<file path="src/rtl/button_event.sv">
// Turns a debounced button level into single-cycle press/release/click/long-press/auto-repeat events.
// Timing is measured in millisecond ticks from an internal prescaler that restarts on every press.
module button_event #(
    parameter int CLK_PER_MS = 100000,
    parameter int LONG_MS    = 1000,
    parameter int REPEAT_MS  = 200
) (
    input  logic ck,
    input  logic rst_n,
    input  logic button_deb,
    output logic press,
    output logic release_evt,
    output logic click,
    output logic long_press,
    output logic repeat_evt,
    output logic long_active
);

    localparam int PW = (CLK_PER_MS > 1) ? $clog2(CLK_PER_MS) : 1;
    localparam int HW = (LONG_MS    > 1) ? $clog2(LONG_MS)    : 1;
    localparam int RW = (REPEAT_MS  > 1) ? $clog2(REPEAT_MS)  : 1;

    localparam logic [PW-1:0] PRE_MAX  = PW'(CLK_PER_MS - 1);
    localparam logic [HW-1:0] HOLD_MAX = HW'(LONG_MS - 1);
    localparam logic [RW-1:0] REP_MAX  = RW'(REPEAT_MS - 1);

    typedef enum logic [1:0] {IDLE, HELD, LONG} state_t;

    state_t        state, state_nxt;
    logic          btn_q;
    logic [PW-1:0] presc, presc_nxt;
    logic [HW-1:0] hold, hold_nxt;
    logic [RW-1:0] rep, rep_nxt;
    logic          rise, fall, tick;
    logic          press_nxt, release_nxt, click_nxt;
    logic          long_press_nxt, repeat_nxt, long_active_nxt;

    // btn_q resets high so a button held through reset never looks like a fresh press
    assign rise = button_deb & ~btn_q;
    assign fall = ~button_deb & btn_q;
    assign tick = (presc == PRE_MAX);

    always_ff @(posedge ck or negedge rst_n) begin
        if (!rst_n) begin
            state       <= IDLE;
            btn_q       <= 1'b1;
            presc       <= '0;
            hold        <= '0;
            rep         <= '0;
            press       <= 1'b0;
            release_evt <= 1'b0;
            click       <= 1'b0;
            long_press  <= 1'b0;
            repeat_evt  <= 1'b0;
            long_active <= 1'b0;
        end else begin
            state       <= state_nxt;
            btn_q       <= button_deb;
            presc       <= presc_nxt;
            hold        <= hold_nxt;
            rep         <= rep_nxt;
            press       <= press_nxt;
            release_evt <= release_nxt;
            click       <= click_nxt;
            long_press  <= long_press_nxt;
            repeat_evt  <= repeat_nxt;
            long_active <= long_active_nxt;
        end
    end

    // A fall always takes priority over a threshold tick landing in the same cycle
    always_comb begin
        state_nxt = state;
        hold_nxt  = hold;
        rep_nxt   = rep;
        case (state)
            IDLE: begin
                if (rise) begin
                    state_nxt = HELD;
                    hold_nxt  = '0;
                    rep_nxt   = '0;
                end
            end
            HELD: begin
                if (fall) begin
                    state_nxt = IDLE;
                end else if (tick) begin
                    if (hold == HOLD_MAX) begin
                        state_nxt = LONG;
                        rep_nxt   = '0;
                    end else begin
                        hold_nxt = hold + HW'(1);
                    end
                end
            end
            LONG: begin
                if (fall) begin
                    state_nxt = IDLE;
                end else if (tick) begin
                    if (rep == REP_MAX) begin
                        rep_nxt = '0;
                    end else begin
                        rep_nxt = rep + RW'(1);
                    end
                end
            end
            default: state_nxt = IDLE;
        endcase

        if (rise || state_nxt == IDLE || tick) begin
            presc_nxt = '0;
        end else begin
            presc_nxt = presc + PW'(1);
        end
    end

    always_comb begin
        press_nxt       = (state == IDLE) && rise;
        release_nxt     = (state != IDLE) && fall;
        click_nxt       = (state == HELD) && fall;
        long_press_nxt  = (state == HELD) && !fall && tick && (hold == HOLD_MAX);
        repeat_nxt      = long_press_nxt ||
                          ((state == LONG) && !fall && tick && (rep == REP_MAX));
        long_active_nxt = (state_nxt == LONG);
    end

endmodule

</file>
<file path="config.mk">
export PLATFORM = sky130hd
export DESIGN_NAME = button_event
export DESIGN_NICKNAME = d
export VERILOG_FILES = /design/src/rtl/button_event.sv
export SDC_FILE = /design/constraint.sdc
export NUM_CORES = 1
export LEC_CHECK = 0
export ABC_AREA = 0
export BUFFER_PORTS_ARGS = -buffer_cell sky130_fd_sc_hd__buf_2
export CORE_ASPECT_RATIO = 1.4
export CORE_MARGIN = 4
export CORE_UTILIZATION = 65
export CTS_CLUSTER_SIZE = 25
export DETAILED_ROUTE_END_ITERATION = 8
export PLACE_DENSITY = 0.83
export SLEW_MARGIN = 20
export SYNTH_ARGS = -nofsm -noshare
export SYNTH_HDL_FRONTEND = slang
export SYNTH_SLANG_ARGS = --single-unit
export TNS_END_PERCENT = 5
</file>
<file path="constraint.sdc">
create_clock -name ck -period 4.53 [get_ports ck]
set_clock_uncertainty 0.05 [all_clocks]
set_input_delay 0.453 -clock ck [delete_from_list [all_inputs] [get_ports ck]]
set_output_delay 0.453 -clock ck [all_outputs]
set_load 0.03 [all_outputs]
</file>
Word level (Yosys, flattened, before mapping)
Index checks and enable logic that the tools add are counted.
{"block": "totals", "register_bits": 44, "inputBits": 3, "out_inout_bits": 6, "elab_cells": 71}
{"block": "op_classes", "n_addsub": 3, "n_eq_ne": 13, "muxes": 20, "bitwise_logic": 4, "n_reduce_logical": 20}
{"op": "$mux W8", "n": 7}
{"op": "$mux W10", "n": 4}
{"op": "$pmux W8 S3", "n": 1}
{"op": "$pmux W10 S2", "n": 1}
{"op": "$add A17 B1 Y17 const B", "n": 1}
{"op": "$eq A17 B17 Y1 const B", "n": 1}
{"op": "$mux W17", "n": 1}
{"op": "$ne A2 B2 Y1 const B", "n": 7}
{"op": "$add A10 B1 Y10 const B", "n": 1}
{"op": "$eq A10 B10 Y1 const B", "n": 1}
{"op": "$mux W2", "n": 5}
{"op": "$logic_and A1 B1 Y1", "n": 9}
{"op": "$add A8 B1 Y8 const B", "n": 1}
{"op": "$eq A8 B8 Y1 const B", "n": 1}
{"op": "$reduce_and A7 Y1", "n": 1}
{"op": "$pmux W2 S3", "n": 1}
{"op": "$reduce_and A5 Y1", "n": 1}
{"op": "$eq A2 B2 Y1 const B", "n": 2}
{"op": "$logic_not A2 Y1", "n": 2}
{"op": "$reduce_bool A2 Y1", "n": 2}
{"op": "$logic_or A1 B1 Y1", "n": 3}
{"op": "$reduce_bool A3 Y1", "n": 1}
{"op": "$and A1 B1 Y1", "n": 2}
{"op": "$eq A2 B1 Y1 const B", "n": 1}
{"op": "2 further kinds", "n": 3}

Depth between registers and ports, before layout
Gate-level depths: netlist of the first run.
{"block": "logic_depth", "ltp_word": 9, "mapped_depth": 7, "ltp_nobuf": 6}

Least setup slack after synthesis of the first run
OpenSTA, ideal clock, no wires.
{"block": "synth_timing", "path_kind": "reg-to-reg", "start": "register hold[0]", "end": "register rep[3]", "setup_ns": 0.126, "arrival_time_ns": 1.706, "required_time_ns": 4.354, "slack_ns": 2.648, "stages_incl_launch_ff": 8, "path_buffers": 1, "synth_period_minus_slack_ns": 1.882, "cell_sequence": "dfrtp_1 -> ha_1 -> nand4b_1 -> or3_1 -> buf_2 -> o21ai_2 -> a21oi_2 -> a221o_1"}
{"block": "synth_via", "elab_chain_len": 3}
{"item": "start, declared", "line_no": "32", "text": "logic [HW-1:0] hold, hold_nxt;"}
{"item": "start signal, assigned", "line_no": "60", "text": "hold <= hold_nxt;"}
{"item": "$eq A10 B10 Y1", "line_no": "88", "text": "if (hold == HOLD_MAX) begin"}
{"item": "$ne A2 B2 Y1 (no source line)"}
{"item": "$reduce_and A7 Y1 (no source line)"}
{"item": "end signal, assigned", "line_no": "61", "text": "rep <= rep_nxt;"}
{"item": "end, declared", "line_no": "33", "text": "logic [RW-1:0] rep, rep_nxt;"}
No other way between the ends.
A chain may end at the register's enable or synchronous reset.

Final worst setup path of the first run
{"block": "layout_timing", "start": "register hold[0]", "end": "register rep[6]"}
Same word-level chain as after synthesis.

==> flow_metrics.tcl, run 1 <==
set metrics [dict create \
    finalPower_uw 708 \
    antenna_cells 0 \
    crit_type "register to register" \
    drive_above_1_share 0.110 \
    ys_types 45 \
    ys_ff_latch 44 \
    synth_compound_area_frac 0.0724 \
    required_ns 4.66 \
    drt-initial-drc-count 71 \
    slew_viol_final 0 \
    hold_viol 0 \
    place_hpwl_mm 3.07 \
    ys_warn_count 0 \
    leakage_uw 0.00106 \
    p_per_area_mw_per_mm2 300 \
    ys_seq_area_frac 0.502 \
    async_flop_share 1.00 \
    synthFlopType "dfrtp_1" \
    setup_violations 0 \
    postCtsHoldBufs 0 \
    remaining_drc_errors 0 \
    vias 1675 \
    synth_top_area_frac 0.490 \
    arrival_ns 2.27 \
    grt_overflow 0 \
    synthMuxAreaShare 0.0188 \
    tns_ns 0 \
    cts_tree "yes" \
    syn_to_final_growth_pct 7.52 \
    gp_congestion 0.919 \
    ctsResizeCount 0 \
    synth_area_leaders "dfrtp_1 49%, nor2_1 5.8%, xnor2_1 5.2%" \
    die-area_sq_mm 0.00439 \
    syn-cell-area_sq_mm 0.00220 \
    grt_setup_unrepaired "false" \
    post-route-period-util 0.472 \
    io_pins 9 \
    port_buffers 8 \
    cts_htree_levels 2 \
    cts_root_buf "clkbuf_8" \
    final_util 0.742 \
    cts.sinks 44 \
    max_slew.worst_pin.slew_ns 0.942 \
    start_util 0.690 \
    detail_route.first_pass.iterations 4 \
    wl_per_cell_um 16.2 \
    grt_max_degree 45 \
    layout_commonest_cell "dfrtp_1" \
    antenna_found_initial 0 \
    crit_path_end_kind "register" \
    synth.avg_cell_area_sq_um 10.2 \
    synth_nets 222 \
    row_count 24 \
    via_per_inst 6.27 \
    status "complete, no violations" \
    core_sq_mm 0.00318 \
    synth_adder_area_share 0.0171 \
    synth_largest_area_cell "dfrtp_1" \
    cts_setup_buffers 0 \
    gr-usage-all-layers 0.215 \
    grt_pass1_vias 1641 \
    netlist_instances 216 \
    nNetsFinal 233 \
    layout_common_cells "43 x dfrtp_1, 34 x nor2_1, 14 x nand3_1, 13 x xnor2_1, 11 x nand2_1" \
    crit_fanout 8 \
    hold-worst-slack_ns 0.249 \
    ir_worst_vdd_mv 0.227 \
    cts_made_buffers 5 \
    grt_pass1_wl_mm 7.42 \
    synth-edff-count 0 \
    die_w_um 57.1 \
    relSlewSlack 0.372 \
    antenna_left 0 \
    clk_pin_slew_worst_paths_ns 0.08 \
    synth_top_family_by_area "simple AND/OR/NAND/NOR gates" \
    die_h_um 76.8 \
    timing.final.ws_setup_ns 2.39 \
    postRouteWirelength_mm 4.33 \
    dp_slack_ns 2.43 \
    startpoint_type "register" \
    drv.max_cap_violation_count 0 \
    min-delay-path-class "input pin to async pin" \
    clock_latency_ns 0.30 \
    synthSimpleGateAreaFrac 0.282 \
    max_freq_mhz 468 \
    clk_path_buf_depth 2 \
    synth_xor_area_frac 0.0877 \
    fin_crit_ns 2.14 \
]
-- sequential cells by signal, summed over array words and instances, names as in the netlist --
| name | flops |
|---|---|
| presc | 17 |
| repeat_evt | 1 |
| long_press | 1 |
| state | 2 |
| long_active | 1 |
| release_evt | 1 |
| btn_q | 1 |
| press | 1 |
| click | 1 |
| hold | 10 |
| rep | 8 |
-- worst paths after layout --
path                                        end                start  depth (start not counted)  slack, ns
max                          rep[6]$_DFFE_PN0P_  hold[0]$_DFFE_PN0P_                          6       2.39
max in group asynchronous    rep[4]$_DFFE_PN0P_                rst_n                          1       3.60
min reg2reg                  presc[0]$_DFF_PN0_   presc[0]$_DFF_PN0_                          1       0.44
max reg2reg                  rep[6]$_DFFE_PN0P_  hold[0]$_DFFE_PN0P_                          6       2.39
min in group ck                 btn_q$_DFF_PN1_           button_deb                          1       0.25
min                        long_press$_DFF_PN0_                rst_n                          1       0.25
-- stage by stage --
step | area (sq um) | cells
floorplan | 2200 | 216
finish | 2360 | 267
global route | 2360 | 267
CTS | 2360 | 267
detailed placement | 2270 | 259
global placement | 2270 | 259
-- layer usage --
| layer | global-route usage | share of wire |
|---|---|---|
| met5 | 0 | 0 |
| met4 | 0.0998 | 0.022 |
| met3 | 0.0538 | 0.043 |
| met2 | 0.368 | 0.52 |
| met1 | 0.246 | 0.41 |
-- power breakdown --
part	switching, uW	internal, uW	total, uW
clock network	128	124	252
registers	6.91	399	406
logic	36.5	12.9	49.5
-- critical path, stage by stage, from the launching register on --
cell and delay (ns):
dfrtp_1 0.40, ha_1 0.22, nand4b_1 0.15, or3_1 0.48, o21ai_2 0.20, a21oi_2 0.13
a221o_1 0.38
-- cells by family (layout without fill, tap and decap cells) --
family                   after synthesis  after routing
AO/OA/AOI/OAI                         20             20
multiplexers                           4              4
AND/OR/NAND/NOR                      112            112
flip-flops                            44             44
XOR/XNOR                              22             22
adder cells (fa/ha/maj)                3              3
buffers and inverters                 11             23
-- cell usage after synthesis (2+ instances only) --
cell	count
dfrtp_1	43
xnor2_1	13
and3_1	10
nand4_1	8
clkbuf_1	3
a221o_1	5
o22ai_1	2
mux2i_1	3
xor2_1	9
a21oi_1	3
nand2_1	11
ha_1	3
nor3_1	2
nor2_1	34
nor2b_1	3
or3_1	3
nor4_1	10
nand3_1	14
nand2b_1	6
inv_1	5
buf_2	2
-- layout make-up --
| cell class | count | area [sq um] |
|---|---|---|
| multi-input cells | 161 | 1050 |
| inverters | 6 | 22.5 |
| well taps | 39 | 48.8 |
| fillers | 222 | 822 |
| repair buffers | 9 | 47.5 |
| clock buffers | 8 | 90.1 |
| flip-flops and latches | 44 | 1100 |
No activity file was read; power rests on OpenSTA's default activity.
==> run 2, diff against run 1 <==
--- a/config.mk
+++ b/config.mk
@@ -9,10 +9,10 @@
 export BUFFER_PORTS_ARGS = -buffer_cell sky130_fd_sc_hd__buf_2
 export CORE_ASPECT_RATIO = 1.4
 export CORE_MARGIN = 4
-export CORE_UTILIZATION = 65
+export CORE_UTILIZATION = 55
 export CTS_CLUSTER_SIZE = 25
 export DETAILED_ROUTE_END_ITERATION = 8
-export PLACE_DENSITY = 0.83
+export PLACE_DENSITY = 0.75
 export SLEW_MARGIN = 20
 export SYNTH_ARGS = -nofsm -noshare
 export SYNTH_HDL_FRONTEND = slang
==> constraint.sdc (replaced) <==
create_clock -name ck -period 1.8 [get_ports ck]
set_clock_uncertainty 0.05 [all_clocks]
set_input_delay 0.18 -clock ck [delete_from_list [all_inputs] [get_ports ck]]
set_output_delay 0.18 -clock ck [all_outputs]
set_load 0.03 [all_outputs]
==> run 2 against run 1 <==
  * The run now ends with negative setup slack left
  * Utilization grew 2.3 points
  * Worst hold slack gained 0.10 ns
  * Highest routed layer unchanged
  * Worst setup slack lost 2.5 ns
  * Die area grew 16%
  * Global-route usage grew 1.3 points
  * First-iteration DRC count grew 99%
==> flow_metrics.tcl, run 2 (same netlist as run 1, synthesis figures left out) <==
set metrics [dict create \
    placed_cells 297 \
    die_w_um 61.4 \
    topRoutingLayerUsed "met4" \
    ir_worst_vdd_mv 0.519 \
    setup_violations 7 \
    layout_commonest_cell "dfrtp_1" \
    multi_input_area_sq_mm 0.00120 \
    status "complete, but fails checks" \
    grt_overflow 0 \
    clk_path_buf_depth 2 \
    grt_pass1_wl_mm 8.58 \
    crit_type "register to register" \
    timing.final.ws_setup_ns -0.0644 \
    p_per_area_mw_per_mm2 637 \
    met2_length_mm 2.94 \
    final_area_sq_mm 0.00286 \
    vias 1939 \
    die_h_um 82.8 \
    cts_root_buf "clkbuf_8" \
    fillCellCount 238 \
    place_hpwl_mm 3.38 \
    min-delay-path-class "input pin to async pin" \
    remaining_drc_errors 0 \
    arrival_ns 1.99 \
    port_buffers 8 \
    required_ns 1.92 \
    clock_latency_ns 0.29 \
    core_sq_mm 0.00374 \
    grt_setup_unrepaired "true" \
    finalPower_uw 1820 \
    post-route-period-util 1.04 \
    postRouteWirelength_mm 5.39 \
    max_slew.worst_pin.slew_ns 0.542 \
    layout_common_cells "42 x dfrtp_1, 40 x buf_4, 33 x nor2_1, 13 x xnor2_1, 13 x nand3_1" \
    row_count 26 \
    register_area_sq_mm 0.00110 \
    grt_pass1_vias 1881 \
    antenna_cells 0 \
    antenna_found_initial 0 \
    start_util 0.587 \
    drive_above_1_share 0.314 \
    dp_slack_ns -0.108 \
    nNetsFinal 276 \
    startpoint_type "register" \
    drv.max_cap_violation_count 0 \
    crit_fanout 8 \
    crit_path_end_kind "register" \
    io_pins 9 \
    cts_htree_levels 2 \
    cts_tree "yes" \
    grt_max_degree 25 \
    hold_viol 0 \
    leakage_uw 0.00131 \
    met3_length_um 213 \
    reg_top3 "presc: 17 flops, hold: 10 flops, rep: 8 flops" \
    cts_made_buffers 5 \
    violations "negative setup slack" \
    fin_crit_ns 1.86 \
    max_freq_mhz 536 \
    syn_to_final_growth_pct 30.4 \
    drt-met1-wl_mm 2.14 \
    via_per_inst 6.19 \
    antenna_left 0 \
    instances_no_fill 313 \
    cts.sinks 44 \
    wl_per_cell_um 17.2 \
    clk_pin_slew_worst_paths_ns 0.08 \
    place_area_sq_mm 0.00258 \
    relSlewSlack 0.638 \
    die-area_sq_mm 0.00508 \
    largest_reg_flops 17 \
    gp_congestion 0.902 \
    final_util 0.765 \
    drt-initial-drc-count 141 \
    regMostFlops "presc" \
    gr-usage-all-layers 0.228 \
    detail_route.first_pass.iterations 4 \
    slew_viol_final 0 \
]
-- run 2: cell count changes in the layout (fill, tap and decap cells not counted), moves of 2 or more --
cell	delta
nor4_1	-7
buf_4	+39
dlygate4sd3_1	+2
or3_4	+2
nor4_2	+2
or3_1	-2
ha_2	+2
nor4_4	+5
ha_1	-2
-- run 2: critical path, cell delays in order (launching register included) --
cell	delay, ns
dfrtp_1	0.36
ha_2	0.20
nand4b_1	0.15
or3_4	0.38
o21ai_4	0.15
a21oi_4	0.11
a221o_1	0.35
-- run 2: metrics by stage --
| stage | hold WS [ns] | TNS (ns) |
|---|---|---|
| global route | 0.390 | -1.09 |
| global placement | 0.124 | -0.0513 |
| floorplan | -0.166 | -0.236 |
| CTS | 0.358 | -0.173 |
| finish | 0.350 | -0.328 |
| detailed placement | 0.140 | -0.334 |
-- run 2: routing by layer --
layer  up-vias  track usage
met2        58        0.414
met3        16       0.0544
met5         -            0
met1       986        0.251
met4         0       0.0828
li1        879            -
-- run 2: path summary, 6_finish.rpt --
kind | end | start | slack [ns] | depth (start not counted)
worst max-delay path | rep[7]$_DFFE_PN0P_ | hold[0]$_DFFE_PN0P_ | -0.06 | 6
worst min-delay path | rep[5]$_DFFE_PN0P_ | rst_n | 0.35 | 2
worst max register to register | rep[7]$_DFFE_PN0P_ | hold[0]$_DFFE_PN0P_ | -0.06 | 6
worst min register to register | presc[16]$_DFF_PN0_ | presc[16]$_DFF_PN0_ | 0.50 | 2
max in group asynchronous | presc[11]$_DFF_PN0_ | rst_n | 0.65 | 3
min in group ck | presc[16]$_DFF_PN0_ | presc[16]$_DFF_PN0_ | 0.50 | 2
-- run 2: cell type report --
type | instances | share of cell area
Tap cell | 42 | 0.0184
Inverter | 6 | 0.00787
Timing Repair Buffer | 52 | 0.137
Sequential cell | 44 | 0.385
Multi-Input combinational cell | 161 | 0.420
Clock buffer | 8 | 0.0315
-- run 2: repair_timing --
| action | CTS | global route |
|---|---|---|
| hold endpoints to repair | 23 | 0 |
| hold buffers | 2 | 0 |
| endpoints found under the setup margin | 12 | 19 |
| pin swaps | 1 | 10 |
| gates resized for setup | 7 | 15 |
| setup buffers | 2 | 4 |
-- run 2: where the power goes --
part | switching (uW) | leakage (uW) | internal [uW]
clock network | 301 | 0.0000455 | 313
registers | 16.4 | 0.000606 | 1000
logic | 119 | 0.000655 | 69.9
total | 437 | 0.00131 | 1390
==> run 3, diff against run 2 <==
==> constraint.sdc (replaced) <==
create_clock -name ck -period 1.8 [get_ports ck]
set_clock_uncertainty 0.05 [all_clocks]
set_input_delay 0.45 -clock ck [delete_from_list [all_inputs] [get_ports ck]]
set_output_delay 0.45 -clock ck [all_outputs]
set_load 0.03 [all_outputs]
==> run 3 against run 2 <==
  * The run ends with negative hold slack, negative setup slack left
  * Wire length down 6.5%
  * First-iteration DRC count up 24%
  * Clock power up 4.4%
  * Register-to-register slack better by 0.04 ns
  * Critical path type unchanged
==> flow_metrics.tcl, run 3 (same netlist as run 1, synthesis figures left out) <==
set metrics [dict create \
    ir_worst_vdd_mv 0.652 \
    start_util 0.587 \
    place_hpwl_mm 3.60 \
    startpoint_type "register" \
    remaining_drc_errors 0 \
    instances_no_fill 308 \
    antenna_cells 0 \
    required_ns 1.95 \
    reg_top3 "presc: 17 flops, hold: 10 flops, rep: 8 flops" \
    die-area_sq_mm 0.00508 \
    slew_viol_final 0 \
    drt-met1-wl_mm 1.99 \
    postRouteWirelength_mm 5.04 \
    clk_path_buf_depth 2 \
    detail_route.first_pass.iterations 5 \
    clock_latency_ns 0.31 \
    drive_above_1_share 0.289 \
    cp_cell_sequence "ha_2, nand4b_1, or3_4, o21ai_4, a21oi_4, a221o_1" \
    topRoutingLayerUsed "met4" \
    met2_length_mm 2.76 \
    crit_fanout 8 \
    gr-usage-all-layers 0.233 \
    antenna_found_initial 0 \
    grt_pass1_wl_mm 8.57 \
    hold_viol 14 \
    max_slew.worst_pin.slew_ns 0.411 \
    die_w_um 61.4 \
    clk_pin_slew_worst_paths_ns 0.08 \
    register_area_sq_mm 0.00110 \
    die_h_um 82.8 \
    post-route-period-util 1.01 \
    timing.final.ws_setup_ns -0.0259 \
    port_buffers 8 \
    relSlewSlack 0.726 \
    fin_crit_ns 1.83 \
    grt_max_degree 21 \
    gp_congestion 0.896 \
    multi_input_area_sq_mm 0.00115 \
    tns_ns -0.0827 \
    postCtsHoldBufs 0 \
    grt_setup_unrepaired "true" \
    grt_overflow 0 \
    max_freq_mhz 548 \
    wl_per_cell_um 16.4 \
    placed_cells 299 \
    cts_root_buf "clkbuf_8" \
    leakage_uw 0.00127 \
    cts_tree "yes" \
    p_per_area_mw_per_mm2 665 \
    cts.sinks 44 \
    nNetsFinal 271 \
    setup_violations 6 \
    io_pins 9 \
    via_per_inst 5.95 \
    crit_path_end_kind "register" \
    antenna_left 0 \
    met3_length_um 180 \
    violations "negative hold slack, negative setup slack" \
    drt-initial-drc-count 175 \
    status "complete, but fails checks" \
    grt_pass1_vias 1855 \
    slowest_delay_ns 0.38 \
    crit_slowest_cell "dfrtp_1" \
    regMostFlops "presc" \
    min-delay-path-class "input pin to async pin" \
    layout_common_cells "43 x dfrtp_1, 38 x buf_4, 33 x nor2_1, 14 x nand3_1, 13 x xnor2_1" \
    crit_type "register to register" \
    rrSetupSlack_ns -0.03 \
    vias 1834 \
    syn_to_final_growth_pct 25.9 \
    cts_made_buffers 5 \
    row_count 26 \
    hold-worst-slack_ns -0.00938 \
    largest_reg_flops 17 \
    core_sq_mm 0.00374 \
    layout_commonest_cell "dfrtp_1" \
    drv.max_cap_violation_count 0 \
    cts_htree_levels 2 \
    fillCellCount 246 \
    final_util 0.739 \
    arrival_ns 1.97 \
]
## run 3: changes by cell type in the layout (fill, tap and decap cells not counted), sizes merged
cell         delta
buf             -3
dlygate4sd3     -2
## run 3: worst max-delay path: cells and delay by family, from the launching register on
kind	cells	cell delay (ns)
fa+ha+maj	1	0.19
flops	1	0.38
compound gates	3	0.62
simple gates	2	0.48
## run 3: through the flow
stage	area [sq um]	hold WS [ns]	worst slack [ns]	power, uW
after global placement	2590	0.323	0.00476	1210
final	2760	-0.00938	-0.0259	1840
after global routing	2760	0.00944	-0.0983	1910
after CTS	2730	0.00316	-0.0259	1840
after detailed placement	2590	0.333	-0.0695	1210
after floorplan	2230	0.104	-0.0420	1120
## run 3: layout make-up
cell class                 count  area share
clock buffer                   8      0.0326
inverter                       6     0.00815
multi-input combinational    161       0.416
sequential                    44       0.399
tap                           42      0.0190
timing repair buffer          47       0.125
## run 3: worst paths after layout
kind | from | end | depth (start not counted)
max | hold[1]$_DFFE_PN0P_ | rep[5]$_DFFE_PN0P_ | 6
max reg2reg | hold[1]$_DFFE_PN0P_ | rep[5]$_DFFE_PN0P_ | 6
min reg2reg | presc[0]$_DFF_PN0_ | presc[0]$_DFF_PN0_ | 2
min | rst_n | rep[3]$_DFFE_PN0P_ | 1
min in group ck | button_deb | btn_q$_DFF_PN1_ | 1
max in group asynchronous | rst_n | presc[10]$_DFF_PN0_ | 2
## run 3: repair_timing
action,4_1_cts,5_1_grt
hold endpoints to repair,0,0
gates cloned,0,0
resized for setup,6,6
pin swaps,2,3
setup endpoints to repair,11,18
setup buffers,1,0
## run 3: per-layer routing
layer / track usage / up-vias
li1: - / 869
met1: 0.259 / 910
met2: 0.409 / 43
met3: 0.0591 / 12
met4: 0.0998 / 0
met5: 0 / -
## run 3: report_power, final
group / internal, uW / switching [uW] / total [uW]
Combinational: 68.0 / 112 / 180
Sequential: 1000 / 13.1 / 1020
Clock: 313 / 328 / 641
Total: 1390 / 454 / 1840
